--- config.mk ---
export PLATFORM = sky130hd
export DESIGN_NAME = div_arbiter
export DESIGN_NICKNAME = d
export VERILOG_FILES = /design/src/rtl/div_arbiter.sv
export SDC_FILE = /design/constraint.sdc
export NUM_CORES = 1
export LEC_CHECK = 0
export ABC_AREA = 1
export CELL_PAD_IN_SITES_DETAIL_PLACEMENT = 1
export CELL_PAD_IN_SITES_GLOBAL_PLACEMENT = 2
export CORE_MARGIN = 2
export CORE_UTILIZATION = 30
export DETAILED_ROUTE_END_ITERATION = 16
export DONT_BUFFER_PORTS = 1
export PLACE_DENSITY_LB_ADDON = 0.25
export SLEW_MARGIN = 25
export SYNTH_ARGS = -nofsm -noshare
export SYNTH_HDL_FRONTEND = slang
export SYNTH_SLANG_ARGS = --single-unit
--- constraint.sdc ---
create_clock -name clk -period 5.1 [get_ports clk]
set_clock_uncertainty 0.2 [all_clocks]
set_input_delay 0.255 -clock clk [delete_from_list [all_inputs] [get_ports clk]]
set_output_delay 0.255 -clock clk [all_outputs]
set_load 0.1 [all_outputs]
--- src/rtl/div_arbiter.sv ---
// ---------------------------------------------------------------------------
// div_arbiter
//
// Shares one pipelined remainder divider among NUM_REQ requesters. A
// round-robin FSM grants one requester at a time, latches its operands onto
// the divider, waits out the divider latency, captures the remainder and
// pulses that requester's done bit. A zero denominator is answered directly
// (remain=0, div_err=1) without ever driving zero into the divider.
//
// Ports
//   clk         system clock, all state on posedge
//   rst_n       asynchronous active-low reset
//   req         per-requester request, held until its done
//   numer       per-requester numerator, stable while req is high
//   denom       per-requester denominator, stable while req is high
//   done        one-hot single-cycle pulse: remain is valid for that requester
//   remain      shared result register, holds until the next done
//   div_err     pulses with done when the served denominator was zero
//   busy        high whenever the FSM is not idle
//   div_numer   registered numerator driven to the shared divider
//   div_denom   registered denominator driven to the shared divider
//   div_remain  remainder returned by the shared divider
// ---------------------------------------------------------------------------
module div_arbiter #(
    parameter int NUM_REQ     = 4,
    parameter int NUMER_W     = 11,
    parameter int DENOM_W     = 11,
    parameter int DIV_LATENCY = 3
) (
    input  logic                              clk,
    input  logic                              rst_n,
    input  logic [NUM_REQ-1:0]                req,
    input  logic [NUM_REQ-1:0][NUMER_W-1:0]   numer,
    input  logic [NUM_REQ-1:0][DENOM_W-1:0]   denom,
    output logic [NUM_REQ-1:0]                done,
    output logic [DENOM_W-1:0]                remain,
    output logic                              div_err,
    output logic                              busy,
    output logic [NUMER_W-1:0]                div_numer,
    output logic [DENOM_W-1:0]                div_denom,
    input  logic [DENOM_W-1:0]                div_remain
);

    localparam int PTR_W = (NUM_REQ > 1) ? $clog2(NUM_REQ) : 1;
    localparam int CNT_W = $clog2(DIV_LATENCY + 1);

    typedef enum logic [1:0] {
        S_IDLE,
        S_WAIT,
        S_DONE
    } state_t;

    state_t           state;
    state_t           state_nxt;
    logic [PTR_W-1:0] rr_ptr;
    logic [PTR_W-1:0] grant;
    logic [PTR_W-1:0] win_idx;
    logic [PTR_W-1:0] scan_idx;
    logic [PTR_W-1:0] win_nxt_ptr;
    logic [CNT_W-1:0] wait_cnt;
    logic             any_req;
    logic             win_zero;

    // Round-robin winner: scan from the highest offset down so the last hit
    // written is the first set request at or after rr_ptr.
    // NOTE: every signal assigned in an always_comb gets a default first, so
    // no path leaves it unassigned and no latch is inferred.
    always_comb begin
        win_idx  = '0;
        scan_idx = '0;
        for (int i = NUM_REQ - 1; i >= 0; i--) begin
            scan_idx = PTR_W'((int'(rr_ptr) + i) % NUM_REQ);
            if (req[scan_idx]) begin
                win_idx = scan_idx;
            end
        end
    end

    assign any_req     = |req;
    assign win_zero    = (denom[win_idx] == '0);
    assign win_nxt_ptr = (win_idx == PTR_W'(NUM_REQ - 1)) ? '0 : win_idx + 1'b1;

    // State register.
    // NOTE: clocked state uses non-blocking assignments so every register
    // samples the pre-edge values, independent of process ordering.
    always_ff @(posedge clk or negedge rst_n) begin
        if (!rst_n) begin
            state <= S_IDLE;
        end else begin
            state <= state_nxt;
        end
    end

    // Next-state logic. The wait counter is loaded with DIV_LATENCY and the
    // remainder is taken when it reaches zero, giving DIV_LATENCY+1 WAIT
    // cycles: the first one is spent presenting the operands.
    always_comb begin
        state_nxt = state;
        unique case (state)
            S_IDLE: begin
                if (any_req) begin
                    state_nxt = win_zero ? S_DONE : S_WAIT;
                end
            end
            S_WAIT: begin
                if (wait_cnt == '0) begin
                    state_nxt = S_DONE;
                end
            end
            S_DONE:  state_nxt = S_IDLE;
            default: state_nxt = S_IDLE;
        endcase
    end

    // Outputs decoded from state.
    always_comb begin
        done = '0;
        if (state == S_DONE) begin
            done[grant] = 1'b1;
        end
        busy = (state != S_IDLE);
    end

    // Datapath: grant bookkeeping, divider operands, counter, result.
    always_ff @(posedge clk or negedge rst_n) begin
        if (!rst_n) begin
            rr_ptr    <= '0;
            grant     <= '0;
            wait_cnt  <= '0;
            remain    <= '0;
            div_err   <= 1'b0;
            div_numer <= '0;
            div_denom <= '0;
        end else begin
            unique case (state)
                S_IDLE: begin
                    if (any_req) begin
                        grant     <= win_idx;
                        rr_ptr    <= win_nxt_ptr;
                        div_numer <= numer[win_idx];
                        if (win_zero) begin
                            // Answered locally; div_denom keeps its previous
                            // value so the divider never sees a zero.
                            remain  <= '0;
                            div_err <= 1'b1;
                        end else begin
                            div_denom <= denom[win_idx];
                            wait_cnt  <= CNT_W'(DIV_LATENCY);
                            div_err   <= 1'b0;
                        end
                    end
                end
                S_WAIT: begin
                    if (wait_cnt == '0) begin
                        remain <= div_remain;
                    end else begin
                        wait_cnt <= wait_cnt - 1'b1;
                    end
                end
                S_DONE: begin
                    div_err <= 1'b0;
                end
                default: begin
                    div_err <= 1'b0;
                end
            endcase
        end
    end

endmodule

# [Word-level counts from Yosys, hierarchy flattened]
# Index checks and enable logic that the tools add are counted.
[classes] addsub=5 magnitude_cmp=7 n_eq_ne=8 n_mux=35 bitwise=2 n_reduce_logical=13
[ops] cell="$mux W11" n=5
[ops] cell="$bmux W11 S2" n=2
[ops] cell="$mux W2" n=11
[ops] cell="$pmux W11 S2" n=1
[ops] cell="$lt A2 B3 Y1 const B" n=6
[ops] cell="$logic_not A11 Y1" n=1
[ops] cell="$ne A2 B2 Y1 const B" n=5
[ops] cell="$bmux W1 S2" n=4
[ops] cell="$pmux W2 S2" n=2
[ops] cell="$reduce_and A4 Y1" n=2
[ops] cell="$mux W1" n=7
[ops] cell="$reduce_and A2 Y1" n=3
[ops] cell="$add A2 B1 Y2 const B" n=2
[ops] cell="$add A2 B2 Y2 const B" n=2
[ops] cell="$eq A2 B2 Y1 const B" n=2
[ops] cell="$logic_not A2 Y1" n=2
[ops] cell="$mux W4" n=1
[ops] cell="$reduce_bool A2 Y1" n=2
[ops] cell="$reduce_or A4 Y1" n=1
[ops] cell="$reduce_and A3 Y1" n=1
[ops] cell="$demux W1 S2" n=1
[ops] cell="$eq A2 B1 Y1 const B" n=1
[ops] cell="$ge A2 B1 Y1 const B" n=1
[ops] cell="$not A1 Y1" n=2
[ops] cell="3 further kinds" n=3
[word_totals] reg_bits=42 inputBits=105 out_inout_bits=39

# [Depth between registers and ports, before layout]
# Gate-level depths: netlist of run 1.
[logic_depth] depth_word=13 mapped_depth=21 depth_no_buf=19

# [Worst setup path before layout of run 1]
# No wires, ideal clock.
[synth_path] kind="register -> output" startpoint="register state[0]" endpoint="output done[0]" arrival_ns=2.535 required_time_ns=4.645 slack_ns=2.110 path_stages_with_launch=4 n_path_buf=0 path_cell_list="dfrtp_1 -> inv_1 -> nand2_1 -> nor3_1"
[synth_via] elab_chain_cells=2
[synth_lines] element="start, declared" line_no="53" text="state_t state;"
[synth_lines] element="start signal, assigned" line_no="90" text="state <= state_nxt;"
[synth_lines] element="$eq A2 B2 Y1" line_no="118" text="if (state == S_DONE) begin"
[synth_lines] element="$mux W4" line_no="118"
[synth_lines] element="end, declared" line_no="35" text="output logic [NUM_REQ-1:0] done,"
# No other way between the ends.

# [Worst setup path after layout of run 1]
[layout_path] startpoint="register rr_ptr[0]" endpoint="register remain[8]"
[layout_via] elab_chain_cells=12 elab_cells_between_ends=20 classes_between="3 x add/sub; 1 x eq/ne; 14 x mux; 2 x reduce/logical"
[layout_lines] element="start, declared" line_no="55" text="logic [PTR_W-1:0] rr_ptr;"
[layout_lines] element="start signal, assigned" line_no="139" text="rr_ptr <= win_nxt_ptr;"
[layout_lines] element="$add A2 B2 Y2" line_no="72" text="scan_idx = PTR_W'((int'(rr_ptr) + i) % NUM_REQ);"
[layout_lines] element="$bmux W1 S2" line_no="73" text="if (req[scan_idx]) begin"
[layout_lines] element="$mux W1 (not written as such)" line_no="73"
[layout_lines] element="$mux W2 (3 in series)" line_no="73"
[layout_lines] element="$mux W2 *" line_no="73"
[layout_lines] element="$bmux W11 S2 *" line_no="80" text="assign win_zero = (denom[win_idx] == '0);"
[layout_lines] element="$mux W11 (not written as such) *" line_no="80"
[layout_lines] element="$logic_not A11 Y1 *" line_no="80"
[layout_lines] element="$ne A2 B2 Y1 (no line) *"
[layout_lines] element="$reduce_and A4 Y1 (no line) *"
[layout_lines] element="end signal, assigned" line_no="155" text="remain <= div_remain;"
[layout_lines] element="end, declared" line_no="36" text="output logic [DENOM_W-1:0] remain,"
# Mark *: on every way between the ends. The rest lies on a longest branch, timed or not. The select of a mux whose other input is x is not followed.
# A chain may end at the register's enable or synchronous reset.

==> metrics.txt, run 1 <==
status complete, no violations; CTS root buf clkbuf_8; RSZ-0062 raised after global routing no; Via density 5.121; All-Layer GR Usage 17.75%; DIE WIDTH approximately 100 um; vias in the first global route between 2000 and 3000; Core Footprint 8763 um^2; std cell rows 34; Hold Path Depth 2; Worst-path clk slew 0.09 ns; area grow syn2layout 20.63%; CP Max Fanout 45; H-tree Lvls 2; CTS buffer count 5; f_max 255.7 MHz; DRT iter0 DRCs 61; Placement Cell Area between 2000 and 3000 um^2; CTS Buffer Depth 2; Synth cell types 28; clk sinks 42; Slew Limit Fails 0; Synth async-reset ratio 100.0%; most frequent cells in the layout nand2_1, nor2_1, nand3_1; post-DR wirelength/cell around 16 um; IO Port Bufs 0; EDFF count, synth 0; setup_tns 0 ns; pre-CTS WS about 1.2 ns; Final nets around 530; CP Data Required Time about 5.1 ns; Vias 2740; reg-to-reg slack, setup 1.19 ns; Fin Hold WS approximately 0.0068 ns; CTS tree yes; synthesized area between 2000 and 3000 um^2; Setup-failing EPs final 0; r2r worst-path depth 18; WHS Endpoint div_numer[6]$_DFFE_PN0P_; clk_lat worst skew approximately 0.30 ns; post-route cell area about 3300 um^2; layout cells sized above 1 8.431%; dpl hpwl 6368 um; Critical Path Sink Type flop; Max transition margin 33.99%; gpl congestion approximately 0.81; Antenna diodes 0; critical path class reg2reg; Die ar. about 9900 um^2; synthesized netlist cell count roughly 400; syn_area_per_cell about 6.7 um^2; DRC 0; RR Startpoint rr_ptr[0]$_DFFE_PN0P_; # IOs ~140; largest net degree at the start of global routing between 40 and 50; fin crit share between 70 and 80%; Top FF cell, synth dfrtp_1; final worst slack about 1.2 ns; max-cap violation count 0; Hold Vio Cnt, Final 0; first-pass GRT wire length ~14000 um; Detailed Routing Iterations Pass 1 4; commonest non-fill, non-tap cell in the layout nand2_1; initial antenna violation count 0; worst endpoint data arrival time slightly below 4 ns; ANT nets after route 0; Ys Warns 0; number of gates resized after CTS 0; DIE HEIGHT between 90 and 100 um; actual slew at the worst max-slew pin just under 1 ns; final wirelength 8632 um; GRT overflow 0; Worst R2R End remain[8]$_DFFE_PN0P_; Initial Utilization 31.21%; Setup crit start kind flop; number of synthesized register bits 42; minimum clock period roughly 3.9 ns; Hold Startpoint numer[6]; Net Count, Synth 517; sequential fraction of the synthesis area approximately two fifths; path type of the worst min-delay path in2reg
per-layer routing:
| layer | wire [um] | share of wire, % | up-vias | GRT usage (%) |
|---|---|---|---|---|
| li1 | - | - | 1364 | - |
| met1 | 3783 | 44 | 1289 | 22.57 |
| met2 | 4264 | 49 | 83 | 30.41 |
| met3 | 530 | 6.1 | 4 | 4.638 |
| met4 | 53 | 0.61 | 0 | 3.793 |
| met5 | 0 | 0 | - | 0 |
worst max-delay path by stage:
stage               slack, ns  depth (start not counted)                    end             startpoint
CTS                      1.16                         18  remain[0]$_DFFE_PN0P_  rr_ptr[0]$_DFFE_PN0P_
finish                   1.19                         18  remain[8]$_DFFE_PN0P_  rr_ptr[0]$_DFFE_PN0P_
global placement         1.39                         18  remain[0]$_DFFE_PN0P_  rr_ptr[0]$_DFFE_PN0P_
floorplan                2.11                          3                done[0]   state[0]$_DFFE_PN0P_
global route             0.66                         18  remain[8]$_DFFE_PN0P_  rr_ptr[0]$_DFFE_PN0P_
detailed placement       1.18                         18  remain[0]$_DFFE_PN0P_  rr_ptr[0]$_DFFE_PN0P_
synthesized netlist by cell type, types with 2 or more instances:
master / count / share of area, %
clkbuf_1: 12 / 1.6
o21ai_1: 2 / 0.37
nand3_2: 3 / 1.1
buf_4: 4 / 1.1
a21oi_1: 4 / 0.73
buf_6: 3 / 1.2
buf_2: 5 / 0.91
inv_1: 32 / 4.4
inv_2: 3 / 0.41
a31oi_1: 11 / 2.5
o21ai_0: 27 / 4.9
nor2_2: 4 / 0.91
nand4_1: 12 / 2.7
nand2_1: 113 / 16
nand3_1: 58 / 11
nor2_1: 62 / 8.5
nor3_1: 4 / 0.73
dfrtp_1: 42 / 38
worst max-delay path: stages, from the launching register on:
cell	delay (ns)
dfrtp_1	0.51
inv_1	0.18
nand2_1	0.07
nor2_1	0.17
nor2_4	0.06
nand3_2	0.08
nand2_1	0.06
nand2_2	0.31
nand2_4	0.36
inv_2	0.46
nand2_1	0.12
nand3_1	0.10
nand2_1	0.10
nor2_2	0.16
nand3_2	0.24
nand2_1	0.12
nand2_1	0.26
nand2_1	0.16
nand2_1	0.06
flip-flops by register name, indices dropped and copies added (netlist names):
name       cells
rr_ptr         2
state          2
grant          2
wait_cnt       2
div_err        1
remain        11
div_numer     11
div_denom     11
what timing repair did:
| action | 4_1_cts | 5_1_grt |
|---|---|---|
| hold buffers | 25 | 0 |
| endpoints found under the hold margin | 63 | 0 |
| buffers inserted | 0 | 0 |
metrics by stage:
stage | cells | utilization (%)
4_1_cts | 535 | 37.62
3_5_place_dp | 502 | 33.00
6_report | 535 | 37.65
3_3_place_gp | 502 | 33.00
5_1_grt | 535 | 37.65
2_1_floorplan | 411 | -
area by class of cell:
| class | count | area (um^2) |
|---|---|---|
| Clock inverter | 3 | 68.82 |
| Fill cell | 1095 | 5464 |
| Tap cell | 108 | 135.1 |
| Multi-Input combinational cell | 310 | 1444 |
| Inverter | 35 | 131.4 |
| Sequential cell | 42 | 1051 |
| Clock buffer | 5 | 68.82 |
| Timing Repair Buffer | 32 | 400.4 |
logic make-up after synthesis:
group	Yosys count	share of synthesized area (%)
buffers and inverters	59	9.698
adders and majority gates	1	0.4574
AOI/OAI and AO/OA	47	9.424
DFF	42	38.43
and+or+nand+nor	262	41.99
Power of run 1 is left out: the tool's default activity adds up to more than one toggle a clock period on the data nets, which glitch-free logic cannot reach.
==> run 2, diff against run 1 <==
--- a/config.mk
+++ b/config.mk
@@ -5,7 +5,7 @@
 export SDC_FILE = /design/constraint.sdc
 export NUM_CORES = 1
 export LEC_CHECK = 0
-export ABC_AREA = 1
+export ABC_AREA = 0
 export CELL_PAD_IN_SITES_DETAIL_PLACEMENT = 1
 export CELL_PAD_IN_SITES_GLOBAL_PLACEMENT = 2
 export CORE_MARGIN = 2
==> constraint.sdc (replaced) <==
create_clock -name clk -period 3.7 [get_ports clk]
set_clock_uncertainty 0.2 [all_clocks]
set_input_delay 0.185 -clock clk [delete_from_list [all_inputs] [get_ports clk]]
set_output_delay 0.185 -clock clk [all_outputs]
set_load 0.1 [all_outputs]
==> run 2 against run 1 <==
Effect of this change:
- the run now ends with hold timing left
- design area grew 1.4%
- sequential share of layout area fell by 0.43 points
- count of clock-buffer cells in the layout rose by 2
- first-iteration DRC count rose by 54%
- non-clock buffer count is 19 higher
- die area fell by 1.8%
- core utilization up 0.89 points
- global-route usage is 0.25 points higher
- largest cell class unchanged
- highest routed layer unchanged
==> metrics.txt, run 2 <==
status complete, but fails checks; failing checks hold timing; largest net degree at the start of global routing 43 (-6.5%); minimum clock period 3.326 ns (-0.5847 ns); Multi-input gate area 1558 um^2 (+7.9%); Synth async-reset ratio 100.0% (unchanged); Hold Startpoint numer[42]; r2r worst-path depth 8 (-10); path type of the worst min-delay path in2reg; Synth cell types 45 (+61%); Vias 2638 (-3.7%); area grow syn2layout 24.62%; critical path class reg2reg; GRT overflow 0 (unchanged); Top FF cell, synth dfrtp_1; sequential fraction of the synthesis area 39.16% (+0.73 points); dominant cell type by area after synthesis dfrtp_1; CP Max Fanout 17 (-62%); Net Count, Synth 432 (-16%); Antenna diodes 0 (unchanged); Post-synth top cells nand2_1, dfrtp_1, o21ai_0; EDFF count, synth 0 (unchanged); RSZ-0062 raised after global routing no; synthesized netlist cell count 326 (-21%); Detailed Routing Iterations Pass 1 4 (unchanged); CTS Buffer Depth 2 (unchanged); clk_lat worst skew 0.29 ns (about the same); Critical Path Sink Type flop; layout cells sized above 1 11.05% (+2.6 points); Setup crit start kind flop; final wirelength 8837 um (+2.4%); DRT iter0 DRCs 94 (+54%); most frequent cells in the layout nand2_1, dfrtp_1, o21ai_0; Final nets 467 (-12%); Post-CTS Setup Bufs 0 (unchanged); Storage cell area 1051 um^2 (unchanged); initial antenna violation count 0 (unchanged); Hold Path Depth 4 (+2); cell count after placement 423 (-16%); Core Footprint 8678 um^2 (-0.97%); Fin Hold WS -0.001118 ns (-0.007929 ns); Die ar. 9719 um^2 (-1.8%); Placement Cell Area 2836 um^2 (-1.9%); FILL cells 1040 (-5.0%); gpl congestion 0.7951 (-1.9%); number of synthesized register bits 42 (unchanged); CTS tree yes; Via density 5.613 (+9.6%); All-Layer GR Usage 18.00% (+0.25 points); CP Data Required Time 3.68 ns (-1.41 ns); Worst-path clk slew 0.08 ns (about the same); Hold Vio Cnt, Final 1 (+1); CTS buffer count 5 (unchanged); IO Port Bufs 0 (unchanged); f_max 300.6 MHz (+18%); Largest regs div_denom x11, div_numer x11, remain x11; CTS root buf clkbuf_8; DRC 0 (unchanged); post-DR wirelength/cell 18.80 um (+17%); Worst R2R End div_denom[4]$_DFFE_PN0P_; DIE WIDTH 98.59 um (-0.90%); actual slew at the worst max-slew pin 0.9975 ns (+0.01636 ns); # IOs 144 (unchanged); RR Startpoint rr_ptr[1]$_DFFE_PN0P_; std cell rows 34 (unchanged); vias in the first global route 2776 (-1.5%); commonest non-fill, non-tap cell in the layout nand2_1; post-route cell area 3344 um^2 (+1.4%); ANT nets after route 0 (unchanged); final core utilization 38.54% (+0.89 points); syn_area_per_cell 8.233 um^2 (+24%); DIE HEIGHT 98.59 um (-0.90%); clk sinks 42 (unchanged); Slew Limit Fails 0 (unchanged); max-cap violation count 0 (unchanged); synthesized area 2684 um^2 (-1.9%); final std cells w/o fill 470 (-12%); Max transition margin 33.45% (-0.54 points); most common cell in the netlist nand2_1; top cell type's share of synthesized area 39.16% (+0.73 points); top post-synthesis cells by area dfrtp_1, nand2_1, o21ai_0, o221ai_1, mux2i_1; H-tree Lvls 2 (unchanged); WHS Endpoint div_numer[9]$_DFFE_PN0P_; Initial Utilization 30.93% (-0.29 points); worst endpoint data arrival time 3.31 ns (-0.59 ns); Setup-failing EPs final 0 (unchanged); reg-to-reg slack, setup 0.37 ns (-0.82 ns); first-pass GRT wire length 14220 um (+0.29%); dpl hpwl 6251 um (-1.8%); Ys Warns 0 (unchanged); fin crit share 89.90% (+13 points)
[run 2: worst max-delay path, cell delays in order, from the launching register on]
cell and delay, ns:
dfrtp_1 0.52, nand2b_4 0.19, a21o_1 0.47, nand2_2 0.29, mux2i_1 0.22, mux2i_1 0.11, or3_4 0.43, o21ai_4 0.39
mux2_2 0.38
[run 2: how the worst max path moves through the flow]
stage                                to                  start  slack [ns]  cells past startpoint
5_1_grt        div_denom[3]$_DFFE_PN0P_  rr_ptr[1]$_DFFE_PN0P_        0.17                      8
3_5_place_dp   div_denom[4]$_DFFE_PN0P_  rr_ptr[1]$_DFFE_PN0P_        0.41                      8
3_3_place_gp   div_denom[1]$_DFFE_PN0P_  rr_ptr[1]$_DFFE_PN0P_        0.55                      8
6_report       div_denom[4]$_DFFE_PN0P_  rr_ptr[1]$_DFFE_PN0P_        0.37                      8
2_1_floorplan                   done[1]   state[0]$_DFFE_PN0P_       -0.02                      1
4_1_cts        div_denom[4]$_DFFE_PN0P_  rr_ptr[1]$_DFFE_PN0P_        0.38                      8
[run 2: repair_timing]
item,in CTS,in global routing
hold endpoints to repair,62,0
gates resized for setup,0,0
hold buffers,39,0
[run 2: cell type report]
class / count / share of cell area [%]
flip-flops and latches: 42 / 31.43
inverters: 3 / 0.3367
repair buffers: 51 / 14.89
clock buffers: 7 / 2.581
multi-input cells: 258 / 46.58
clock inverters: 1 / 0.1496
well taps: 108 / 4.040
[run 2: layer usage]
layer | vias up | share of wire [%] | wire length (um) | track usage, %
met3 | 15 | 7.3 | 642 | 5.177
met4 | 0 | 2.2 | 195 | 5.058
met2 | 105 | 51 | 4516 | 31.50
met1 | 1282 | 39 | 3483 | 21.57
li1 | 1236 | - | - | -
met5 | - | 0 | 0 | 0
[run 2: logic make-up (layout without fill, tap and decap cells)]
group,Yosys count,after routing,share of synthesized area [%]
compound gates,94,94,24.99
fa+ha+maj,1,1,0.4661
mux,16,16,6.387
buf+inv,26,62,4.802
flops,42,42,39.16
xor+xnor,1,1,0.3264
simple gates,146,146,23.87
[run 2: per-stage QoR]
stage	TNS [ns]	setup slack [ns]
after CTS	0	0.3830
after detailed placement	0	0.4051
after floorplan	-0.04528	-0.02264
final	0	0.3736
after global routing	0	0.1715
after global placement	0	0.5467
Power of run 2 is left out for the same reason.
